[src/rtl/times_table_seq_if.sv]
// Request/response front end and AXI4-lite master bundle for the times-table sequencer.
// The master modport is the controller's view; slave is the requester/memory side.
interface times_table_seq_if #(
  parameter int unsigned ADDR_W = 32,
  parameter int unsigned DATA_W = 32
);
  logic              req_valid;
  logic              req_ready;
  logic [2:0]        req_a;
  logic [2:0]        req_b;
  logic              rsp_valid;
  logic              rsp_ready;
  logic [5:0]        rsp_result;
  logic              rsp_err;

  logic [ADDR_W-1:0] m_axi_awaddr;
  logic              m_axi_awvalid;
  logic              m_axi_awready;
  logic [DATA_W-1:0] m_axi_wdata;
  logic [3:0]        m_axi_wstrb;
  logic              m_axi_wvalid;
  logic              m_axi_wready;
  logic [1:0]        m_axi_bresp;
  logic              m_axi_bvalid;
  logic              m_axi_bready;
  logic [ADDR_W-1:0] m_axi_araddr;
  logic              m_axi_arvalid;
  logic              m_axi_arready;
  logic [DATA_W-1:0] m_axi_rdata;
  logic [1:0]        m_axi_rresp;
  logic              m_axi_rvalid;
  logic              m_axi_rready;

  modport master (
    input  req_valid, req_a, req_b, rsp_ready,
    output req_ready, rsp_valid, rsp_result, rsp_err,
    output m_axi_awaddr, m_axi_awvalid, m_axi_wdata, m_axi_wstrb, m_axi_wvalid, m_axi_bready,
    output m_axi_araddr, m_axi_arvalid, m_axi_rready,
    input  m_axi_awready, m_axi_wready, m_axi_bresp, m_axi_bvalid,
    input  m_axi_arready, m_axi_rdata, m_axi_rresp, m_axi_rvalid
  );

  modport slave (
    output req_valid, req_a, req_b, rsp_ready,
    input  req_ready, rsp_valid, rsp_result, rsp_err,
    input  m_axi_awaddr, m_axi_awvalid, m_axi_wdata, m_axi_wstrb, m_axi_wvalid, m_axi_bready,
    input  m_axi_araddr, m_axi_arvalid, m_axi_rready,
    output m_axi_awready, m_axi_wready, m_axi_bresp, m_axi_bvalid,
    output m_axi_arready, m_axi_rdata, m_axi_rresp, m_axi_rvalid
  );
endinterface

[src/rtl/times_table_seq.sv]
// Fills an AXI4-lite block RAM with the 8x8 multiplication table after reset, then serves
// single-outstanding (a, b) lookups as one AXI read each. All outputs are registered.
module times_table_seq #(
  parameter bit          INIT_EN = 1'b1,
  parameter int unsigned ADDR_W  = 32,
  parameter int unsigned DATA_W  = 32
) (
  input  logic              clk,
  input  logic              rst,
  times_table_seq_if.master bus,
  output logic              init_done,
  output logic              err_sticky
);

  typedef enum logic [2:0] {StWr, StWrResp, StRdIdle, StRdAddr, StRdData, StRsp} state_e;

  state_e            state_q, state_d;
  logic [5:0]        idx_q, idx_d;
  logic              aw_done_q, aw_done_d, w_done_q, w_done_d;
  logic              awvalid_q, awvalid_d, wvalid_q, wvalid_d, bready_q, bready_d;
  logic              arvalid_q, arvalid_d, rready_q, rready_d;
  logic [ADDR_W-1:0] awaddr_q, awaddr_d, araddr_q, araddr_d;
  logic [DATA_W-1:0] wdata_q, wdata_d;
  logic              req_ready_q, req_ready_d, rsp_valid_q, rsp_valid_d, rsp_err_q, rsp_err_d;
  logic [5:0]        rsp_result_q, rsp_result_d;
  logic              init_done_q, init_done_d, err_sticky_q, err_sticky_d;
  logic              aw_fin, w_fin;
  logic              unused_rdata;

  assign unused_rdata = ^bus.m_axi_rdata[DATA_W-1:6];

  function automatic logic [5:0] product(input logic [5:0] i);
    return 6'(i[5:3]) * 6'(i[2:0]);
  endfunction

  always_comb begin
    state_d      = state_q;
    idx_d        = idx_q;
    aw_done_d    = aw_done_q;
    w_done_d     = w_done_q;
    awvalid_d    = awvalid_q;
    wvalid_d     = wvalid_q;
    bready_d     = bready_q;
    arvalid_d    = arvalid_q;
    rready_d     = rready_q;
    awaddr_d     = awaddr_q;
    araddr_d     = araddr_q;
    wdata_d      = wdata_q;
    req_ready_d  = req_ready_q;
    rsp_valid_d  = rsp_valid_q;
    rsp_result_d = rsp_result_q;
    rsp_err_d    = rsp_err_q;
    init_done_d  = init_done_q;
    err_sticky_d = err_sticky_q;
    aw_fin       = aw_done_q | (awvalid_q & bus.m_axi_awready);
    w_fin        = w_done_q | (wvalid_q & bus.m_axi_wready);

    case (state_q)
      StWr: begin
        // First entry after reset: nothing raised yet, so raise both valids together.
        if (!awvalid_q && !wvalid_q && !aw_done_q && !w_done_q) begin
          awvalid_d = 1'b1;
          wvalid_d  = 1'b1;
        end else if (aw_fin && w_fin) begin
          awvalid_d = 1'b0;
          wvalid_d  = 1'b0;
          aw_done_d = 1'b0;
          w_done_d  = 1'b0;
          bready_d  = 1'b1;
          state_d   = StWrResp;
        end else begin
          awvalid_d = ~aw_fin;
          wvalid_d  = ~w_fin;
          aw_done_d = aw_fin;
          w_done_d  = w_fin;
        end
      end
      StWrResp: begin
        if (bus.m_axi_bvalid && bready_q) begin
          bready_d = 1'b0;
          if (bus.m_axi_bresp != 2'b00) err_sticky_d = 1'b1;
          if (idx_q == 6'd63) begin
            init_done_d = 1'b1;
            req_ready_d = 1'b1;
            state_d     = StRdIdle;
          end else begin
            idx_d     = idx_q + 6'd1;
            awaddr_d  = ADDR_W'({idx_d, 2'b00});
            wdata_d   = DATA_W'(product(idx_d));
            awvalid_d = 1'b1;
            wvalid_d  = 1'b1;
            state_d   = StWr;
          end
        end
      end
      StRdIdle: begin
        init_done_d = 1'b1;
        req_ready_d = 1'b1;
        if (bus.req_valid && req_ready_q) begin
          req_ready_d = 1'b0;
          araddr_d    = ADDR_W'({bus.req_a, bus.req_b, 2'b00});
          arvalid_d   = 1'b1;
          state_d     = StRdAddr;
        end
      end
      StRdAddr: begin
        if (bus.m_axi_arready) begin
          arvalid_d = 1'b0;
          rready_d  = 1'b1;
          state_d   = StRdData;
        end
      end
      StRdData: begin
        if (bus.m_axi_rvalid) begin
          rready_d     = 1'b0;
          rsp_result_d = bus.m_axi_rdata[5:0];
          rsp_err_d    = (bus.m_axi_rresp != 2'b00);
          if (bus.m_axi_rresp != 2'b00) err_sticky_d = 1'b1;
          rsp_valid_d  = 1'b1;
          state_d      = StRsp;
        end
      end
      StRsp: begin
        if (bus.rsp_ready) begin
          rsp_valid_d = 1'b0;
          req_ready_d = 1'b1;
          state_d     = StRdIdle;
        end
      end
      default: state_d = StRdIdle;
    endcase
  end

  always_ff @(posedge clk) begin
    if (rst) begin
      state_q      <= INIT_EN ? StWr : StRdIdle;
      idx_q        <= '0;
      aw_done_q    <= 1'b0;
      w_done_q     <= 1'b0;
      awvalid_q    <= 1'b0;
      wvalid_q     <= 1'b0;
      bready_q     <= 1'b0;
      arvalid_q    <= 1'b0;
      rready_q     <= 1'b0;
      awaddr_q     <= '0;
      araddr_q     <= '0;
      wdata_q      <= '0;
      req_ready_q  <= 1'b0;
      rsp_valid_q  <= 1'b0;
      rsp_result_q <= '0;
      rsp_err_q    <= 1'b0;
      init_done_q  <= 1'b0;
      err_sticky_q <= 1'b0;
    end else begin
      state_q      <= state_d;
      idx_q        <= idx_d;
      aw_done_q    <= aw_done_d;
      w_done_q     <= w_done_d;
      awvalid_q    <= awvalid_d;
      wvalid_q     <= wvalid_d;
      bready_q     <= bready_d;
      arvalid_q    <= arvalid_d;
      rready_q     <= rready_d;
      awaddr_q     <= awaddr_d;
      araddr_q     <= araddr_d;
      wdata_q      <= wdata_d;
      req_ready_q  <= req_ready_d;
      rsp_valid_q  <= rsp_valid_d;
      rsp_result_q <= rsp_result_d;
      rsp_err_q    <= rsp_err_d;
      init_done_q  <= init_done_d;
      err_sticky_q <= err_sticky_d;
    end
  end

  assign bus.req_ready     = req_ready_q;
  assign bus.rsp_valid     = rsp_valid_q;
  assign bus.rsp_result    = rsp_result_q;
  assign bus.rsp_err       = rsp_err_q;
  assign bus.m_axi_awaddr  = awaddr_q;
  assign bus.m_axi_awvalid = awvalid_q;
  assign bus.m_axi_wdata   = wdata_q;
  assign bus.m_axi_wstrb   = 4'hF;
  assign bus.m_axi_wvalid  = wvalid_q;
  assign bus.m_axi_bready  = bready_q;
  assign bus.m_axi_araddr  = araddr_q;
  assign bus.m_axi_arvalid = arvalid_q;
  assign bus.m_axi_rready  = rready_q;
  assign init_done         = init_done_q;
  assign err_sticky        = err_sticky_q;

endmodule

[src/flat_wrapper.sv]
// flat-port wrapper written by rule: the top's interface ports become plain ports
module times_table_seq_flat 
#(
  parameter bit          INIT_EN = 1'b1,
  parameter int unsigned ADDR_W  = 32,
  parameter int unsigned DATA_W  = 32
)
  (clk, rst, init_done, err_sticky, bus_req_valid, bus_req_a, bus_req_b, bus_rsp_ready, bus_req_ready, bus_rsp_valid, bus_rsp_result, bus_rsp_err, bus_m_axi_awaddr, bus_m_axi_awvalid, bus_m_axi_wdata, bus_m_axi_wstrb, bus_m_axi_wvalid, bus_m_axi_bready, bus_m_axi_araddr, bus_m_axi_arvalid, bus_m_axi_rready, bus_m_axi_awready, bus_m_axi_wready, bus_m_axi_bresp, bus_m_axi_bvalid, bus_m_axi_arready, bus_m_axi_rdata, bus_m_axi_rresp, bus_m_axi_rvalid);
  times_table_seq_if #(.ADDR_W(ADDR_W), .DATA_W(DATA_W)) bus_i ();
  input  logic clk;
  input  logic rst;
  output logic init_done;
  output logic err_sticky;
  input wire logic [$bits(bus_i.req_valid)-1:0] bus_req_valid;
  input wire logic [$bits(bus_i.req_a)-1:0] bus_req_a;
  input wire logic [$bits(bus_i.req_b)-1:0] bus_req_b;
  input wire logic [$bits(bus_i.rsp_ready)-1:0] bus_rsp_ready;
  output wire logic [$bits(bus_i.req_ready)-1:0] bus_req_ready;
  output wire logic [$bits(bus_i.rsp_valid)-1:0] bus_rsp_valid;
  output wire logic [$bits(bus_i.rsp_result)-1:0] bus_rsp_result;
  output wire logic [$bits(bus_i.rsp_err)-1:0] bus_rsp_err;
  output wire logic [$bits(bus_i.m_axi_awaddr)-1:0] bus_m_axi_awaddr;
  output wire logic [$bits(bus_i.m_axi_awvalid)-1:0] bus_m_axi_awvalid;
  output wire logic [$bits(bus_i.m_axi_wdata)-1:0] bus_m_axi_wdata;
  output wire logic [$bits(bus_i.m_axi_wstrb)-1:0] bus_m_axi_wstrb;
  output wire logic [$bits(bus_i.m_axi_wvalid)-1:0] bus_m_axi_wvalid;
  output wire logic [$bits(bus_i.m_axi_bready)-1:0] bus_m_axi_bready;
  output wire logic [$bits(bus_i.m_axi_araddr)-1:0] bus_m_axi_araddr;
  output wire logic [$bits(bus_i.m_axi_arvalid)-1:0] bus_m_axi_arvalid;
  output wire logic [$bits(bus_i.m_axi_rready)-1:0] bus_m_axi_rready;
  input wire logic [$bits(bus_i.m_axi_awready)-1:0] bus_m_axi_awready;
  input wire logic [$bits(bus_i.m_axi_wready)-1:0] bus_m_axi_wready;
  input wire logic [$bits(bus_i.m_axi_bresp)-1:0] bus_m_axi_bresp;
  input wire logic [$bits(bus_i.m_axi_bvalid)-1:0] bus_m_axi_bvalid;
  input wire logic [$bits(bus_i.m_axi_arready)-1:0] bus_m_axi_arready;
  input wire logic [$bits(bus_i.m_axi_rdata)-1:0] bus_m_axi_rdata;
  input wire logic [$bits(bus_i.m_axi_rresp)-1:0] bus_m_axi_rresp;
  input wire logic [$bits(bus_i.m_axi_rvalid)-1:0] bus_m_axi_rvalid;
  assign bus_i.req_valid = bus_req_valid;
  assign bus_i.req_a = bus_req_a;
  assign bus_i.req_b = bus_req_b;
  assign bus_i.rsp_ready = bus_rsp_ready;
  assign bus_req_ready = bus_i.req_ready;
  assign bus_rsp_valid = bus_i.rsp_valid;
  assign bus_rsp_result = bus_i.rsp_result;
  assign bus_rsp_err = bus_i.rsp_err;
  assign bus_m_axi_awaddr = bus_i.m_axi_awaddr;
  assign bus_m_axi_awvalid = bus_i.m_axi_awvalid;
  assign bus_m_axi_wdata = bus_i.m_axi_wdata;
  assign bus_m_axi_wstrb = bus_i.m_axi_wstrb;
  assign bus_m_axi_wvalid = bus_i.m_axi_wvalid;
  assign bus_m_axi_bready = bus_i.m_axi_bready;
  assign bus_m_axi_araddr = bus_i.m_axi_araddr;
  assign bus_m_axi_arvalid = bus_i.m_axi_arvalid;
  assign bus_m_axi_rready = bus_i.m_axi_rready;
  assign bus_i.m_axi_awready = bus_m_axi_awready;
  assign bus_i.m_axi_wready = bus_m_axi_wready;
  assign bus_i.m_axi_bresp = bus_m_axi_bresp;
  assign bus_i.m_axi_bvalid = bus_m_axi_bvalid;
  assign bus_i.m_axi_arready = bus_m_axi_arready;
  assign bus_i.m_axi_rdata = bus_m_axi_rdata;
  assign bus_i.m_axi_rresp = bus_m_axi_rresp;
  assign bus_i.m_axi_rvalid = bus_m_axi_rvalid;
  times_table_seq #(.INIT_EN(INIT_EN), .ADDR_W(ADDR_W), .DATA_W(DATA_W)) u_core (.clk(clk), .rst(rst), .bus(bus_i), .init_done(init_done), .err_sticky(err_sticky));
endmodule
[config.mk]
export PLATFORM = sky130hd
export DESIGN_NAME = times_table_seq_flat
export DESIGN_NICKNAME = d
export VERILOG_FILES = /design/src/rtl/times_table_seq_if.sv /design/src/rtl/times_table_seq.sv /design/src/flat_wrapper.sv
export SDC_FILE = /design/constraint.sdc
export NUM_CORES = 1
export LEC_CHECK = 0
export BUFFER_PORTS_ARGS = -buffer_cell sky130_fd_sc_hd__buf_2
export CELL_PAD_IN_SITES_DETAIL_PLACEMENT = 1
export CELL_PAD_IN_SITES_GLOBAL_PLACEMENT = 2
export CORE_MARGIN = 5
export CORE_UTILIZATION = 24
export DETAILED_ROUTE_END_ITERATION = 7
export PLACE_DENSITY_LB_ADDON = 0.05
export SLEW_MARGIN = 10
export SYNTH_ARGS = -nofsm -noshare
export SYNTH_HDL_FRONTEND = slang
export SYNTH_SLANG_ARGS = --single-unit
[constraint.sdc]
create_clock -name clk -period 4.95 [get_ports clk]
set_input_delay 0.2475 -clock clk [delete_from_list [all_inputs] [get_ports clk]]
set_output_delay 0.2475 -clock clk [all_outputs]
set_load 0.02 [all_outputs]
==> results.ini <==
[synth]
syn_area_per_cell_um2 = 8.70
yosys.area.top_type = dfxtp_1
yosys_warnings = 0
syn-instance-count = 302
ys_seq_area_share_pct = 29.7
synth_area_leaders = dfxtp_1 (30%), buf_4 (24%), mux2i_1 (6.9%), nor2_1 (4.9%), ha_1 (2.9%)
ys_types = 54
ys.flop_type = dfxtp_1
synth_edf_count = 0
synth_top_area_share_pct = 29.7
synth_area_um2 = 2630
ys_ff_latch = 39
synthArstFlopShare_pct = 0

[global_route]
grt_pass1_wl_um = 10400
grt_usage_pct = 9.77
antenna_found_initial = 0
grt_max_degree = 40
met1_usage_pct = 13.3
gr-usage-met3_pct = 2.22
met2_usage_pct = 15.3
grt_overflow = 0
grt_pass1_vias = 1997
grt.busiest_layer = met2

[sta]
setup_slack_ns = 2.03
slew_violations = 0
max_freq_ghz = 0.343
tightest_slew_ns = 0.875
final.min_clock_period_ns = 2.92
slew_headroom_pct = 41.4
finalCritPeriodShare_pct = 58.9
setup_viol = 0
rsz0062_at_grt = no
final-hold-violation-count = 0
finalSetupTns_ns = 0
finalClockSkew_ns = 0.0104

[setup_path]
cp.required_ns = 5.11
r2r_end = u_core.bus.m_axi_wdata[4]
path_class = reg -> reg
worstReg2RegStart = u_core.idx_q[0]
crit_start = u_core.idx_q[0]
cp-start-kind = register
r2r_setup_slack_ns = 2.03
r2r_cells = 11
endpoint_kind = register
arrival_ns = 3.07
path_max_fanout = 8

[pwr]
power.density_nw_per_um2 = 249
ir_drop_mv = 0.0869
power.total_uw = 701
power_leakage_uw = 0.00127

[floorplan]
io_pins = 167
chipHeight_um = 115
die-area_um2 = 13100
die_x_um = 115
core_area_um2 = 10800
rows = 38
start_util_pct = 24.3

[detailed_routing]
drt_iter0_drc = 76
vias_per_cell = 3.96
wl_per_cell_um = 13.1
wirelength_um = 6470
drcViolationCount = 0
firstDrtPassIters = 3
ant_nets = 0
vias = 1951

[min_path]
min_path_cells = 3
hold_path_end = u_core.bus.rsp_result[1]
holdCritStartpoint = bus_m_axi_rdata[1]
holdCritPathClass = in -> reg

[layout]
instances_no_fill = 493
nNetsFinal = 411
diodes = 0
layout_common_cells = conb_1 (82), buf_2 (58), dfxtp_1 (39), nor2_1 (34), mux2i_1 (18)
area_delta_synth_final_pct = 7.38
fin_area_um2 = 2820
layout-drive-gt1-share_pct = 21.0
final_common_cell = conb_1

[cts]
cts-buffers-inserted = 5
cts-resized-gates = 0
clkLatencyLatePin_ns = 0.30
clockBufferDepth = 2
cts.sinks = 39
cts_tree = yes
post-cts-setup-buffers = 0
ctsHoldBuffers = 0
cts.root.buffer_cell = clkbuf_8
cts_max_level = 2
clk_pin_slew_ns = 0.09

[placed_design]
io_buffers = 58
post_dp_cell_area_um2 = 2710
dp_hpwl_um = 4890
dp_slack_ns = 2.00
gp_congestion = 0.682
place_inst = 485

[job]
drv_cap = 0

[run_status]
outcome = complete, no violations

## final cells by class
| cell class | count | area (um2) |
|---|---|---|
| fill | 1325 | 7970 |
| multi-input combinational | 240 | 1430 |
| sequential | 39 | 781 |
| timing repair buffer | 58 | 290 |
| tap | 140 | 175 |
| clock buffer | 5 | 68.8 |
| clock inverter | 3 | 43.8 |
| inverter | 8 | 30.0 |
## worst max path at each step
stage	to	slack [ns]	cells past startpoint
2_1_floorplan	u_core.bus.m_axi_wdata[4]	2.21	11
3_3_place_gp	u_core.bus.m_axi_wdata[4]	2.01	11
3_5_place_dp	u_core.bus.m_axi_wdata[4]	2.00	11
4_1_cts	u_core.bus.m_axi_wdata[4]	1.97	11
5_1_grt	u_core.bus.m_axi_wdata[4]	1.76	11
6_report	u_core.bus.m_axi_wdata[4]	2.03	11
## through the flow
stage	util, %	hold WS, ns
after floorplan	-	0.363
after global placement	25.1	0.457
after detailed placement	25.1	0.466
after CTS	26.1	0.168
after global routing	26.1	0.181
final	26.1	0.178
## kinds of logic (layout without fill, tap and decap cells)
kind of cell	count (synthesis)	in the layout	synth area share [%]
AOI/OAI and AO/OA	45	45	12.1
xor gates and xnor gates	7	7	2.33
adders and majority gates	8	8	4.38
buffers and inverters	103	74	27.4
DFF	39	39	29.7
muxes	19	19	7.43
other	2	82	0.286
and+or+nand+nor	79	79	16.3
## synth_stat cells, types with 2 or more instances
cell type  count
conb_1         2
nor4_1         2
a31o_1         2
mux2i_1       18
a211oi_2       2
a21o_1         2
o21ai_0        4
dfxtp_1       39
clkbuf_1       3
xor2_1         3
a311oi_1       2
fa_1           2
a21oi_1       13
nand3b_1       3
buf_1          2
nor3_1         3
buf_4         83
inv_1          8
buf_6          2
a211oi_1       2
o211ai_1       2
nor2_1        34
ha_1           6
nand2b_1       5
xnor2_1        4
a31oi_1        4
o21a_1         2
nor2b_1       10
buf_2          5
and3_1         2
nand2_1        8
## worst max-delay path, stage by stage, from the launching register on
cell     delay, ns
dfxtp_1       0.48
ha_1          0.38
nand3_4       0.17
xor2_1        0.21
nor2b_1       0.09
fa_1          0.52
ha_1          0.17
inv_1         0.05
fa_1          0.37
xnor2_1       0.14
mux2i_1       0.13
nor2_1        0.05
## sequential cells by signal (all words and copies together) (netlist names), 3 cells and up
register / flops
u_core.bus.m_axi_wdata: 6
u_core.bus.rsp_result: 6
u_core.state_q: 3
u_core.idx_q: 6
u_core.bus.m_axi_araddr: 6
## per-layer routing
layer | part of all wire, % | vias up
met2 | 47 | 77
met1 | 44 | 918
met3 | 7.2 | 6
met4 | 1.3 | 0
li1 | - | 950
met5 | 0 | -
## where the power goes
part | internal (uW) | switching (uW) | leakage [uW]
registers | 319 | 6.00 | 0.000315
clock network | 150 | 126 | 0.0000581
logic | 18.8 | 81.4 | 0.000900
Power figures use the tool's default switching activity.
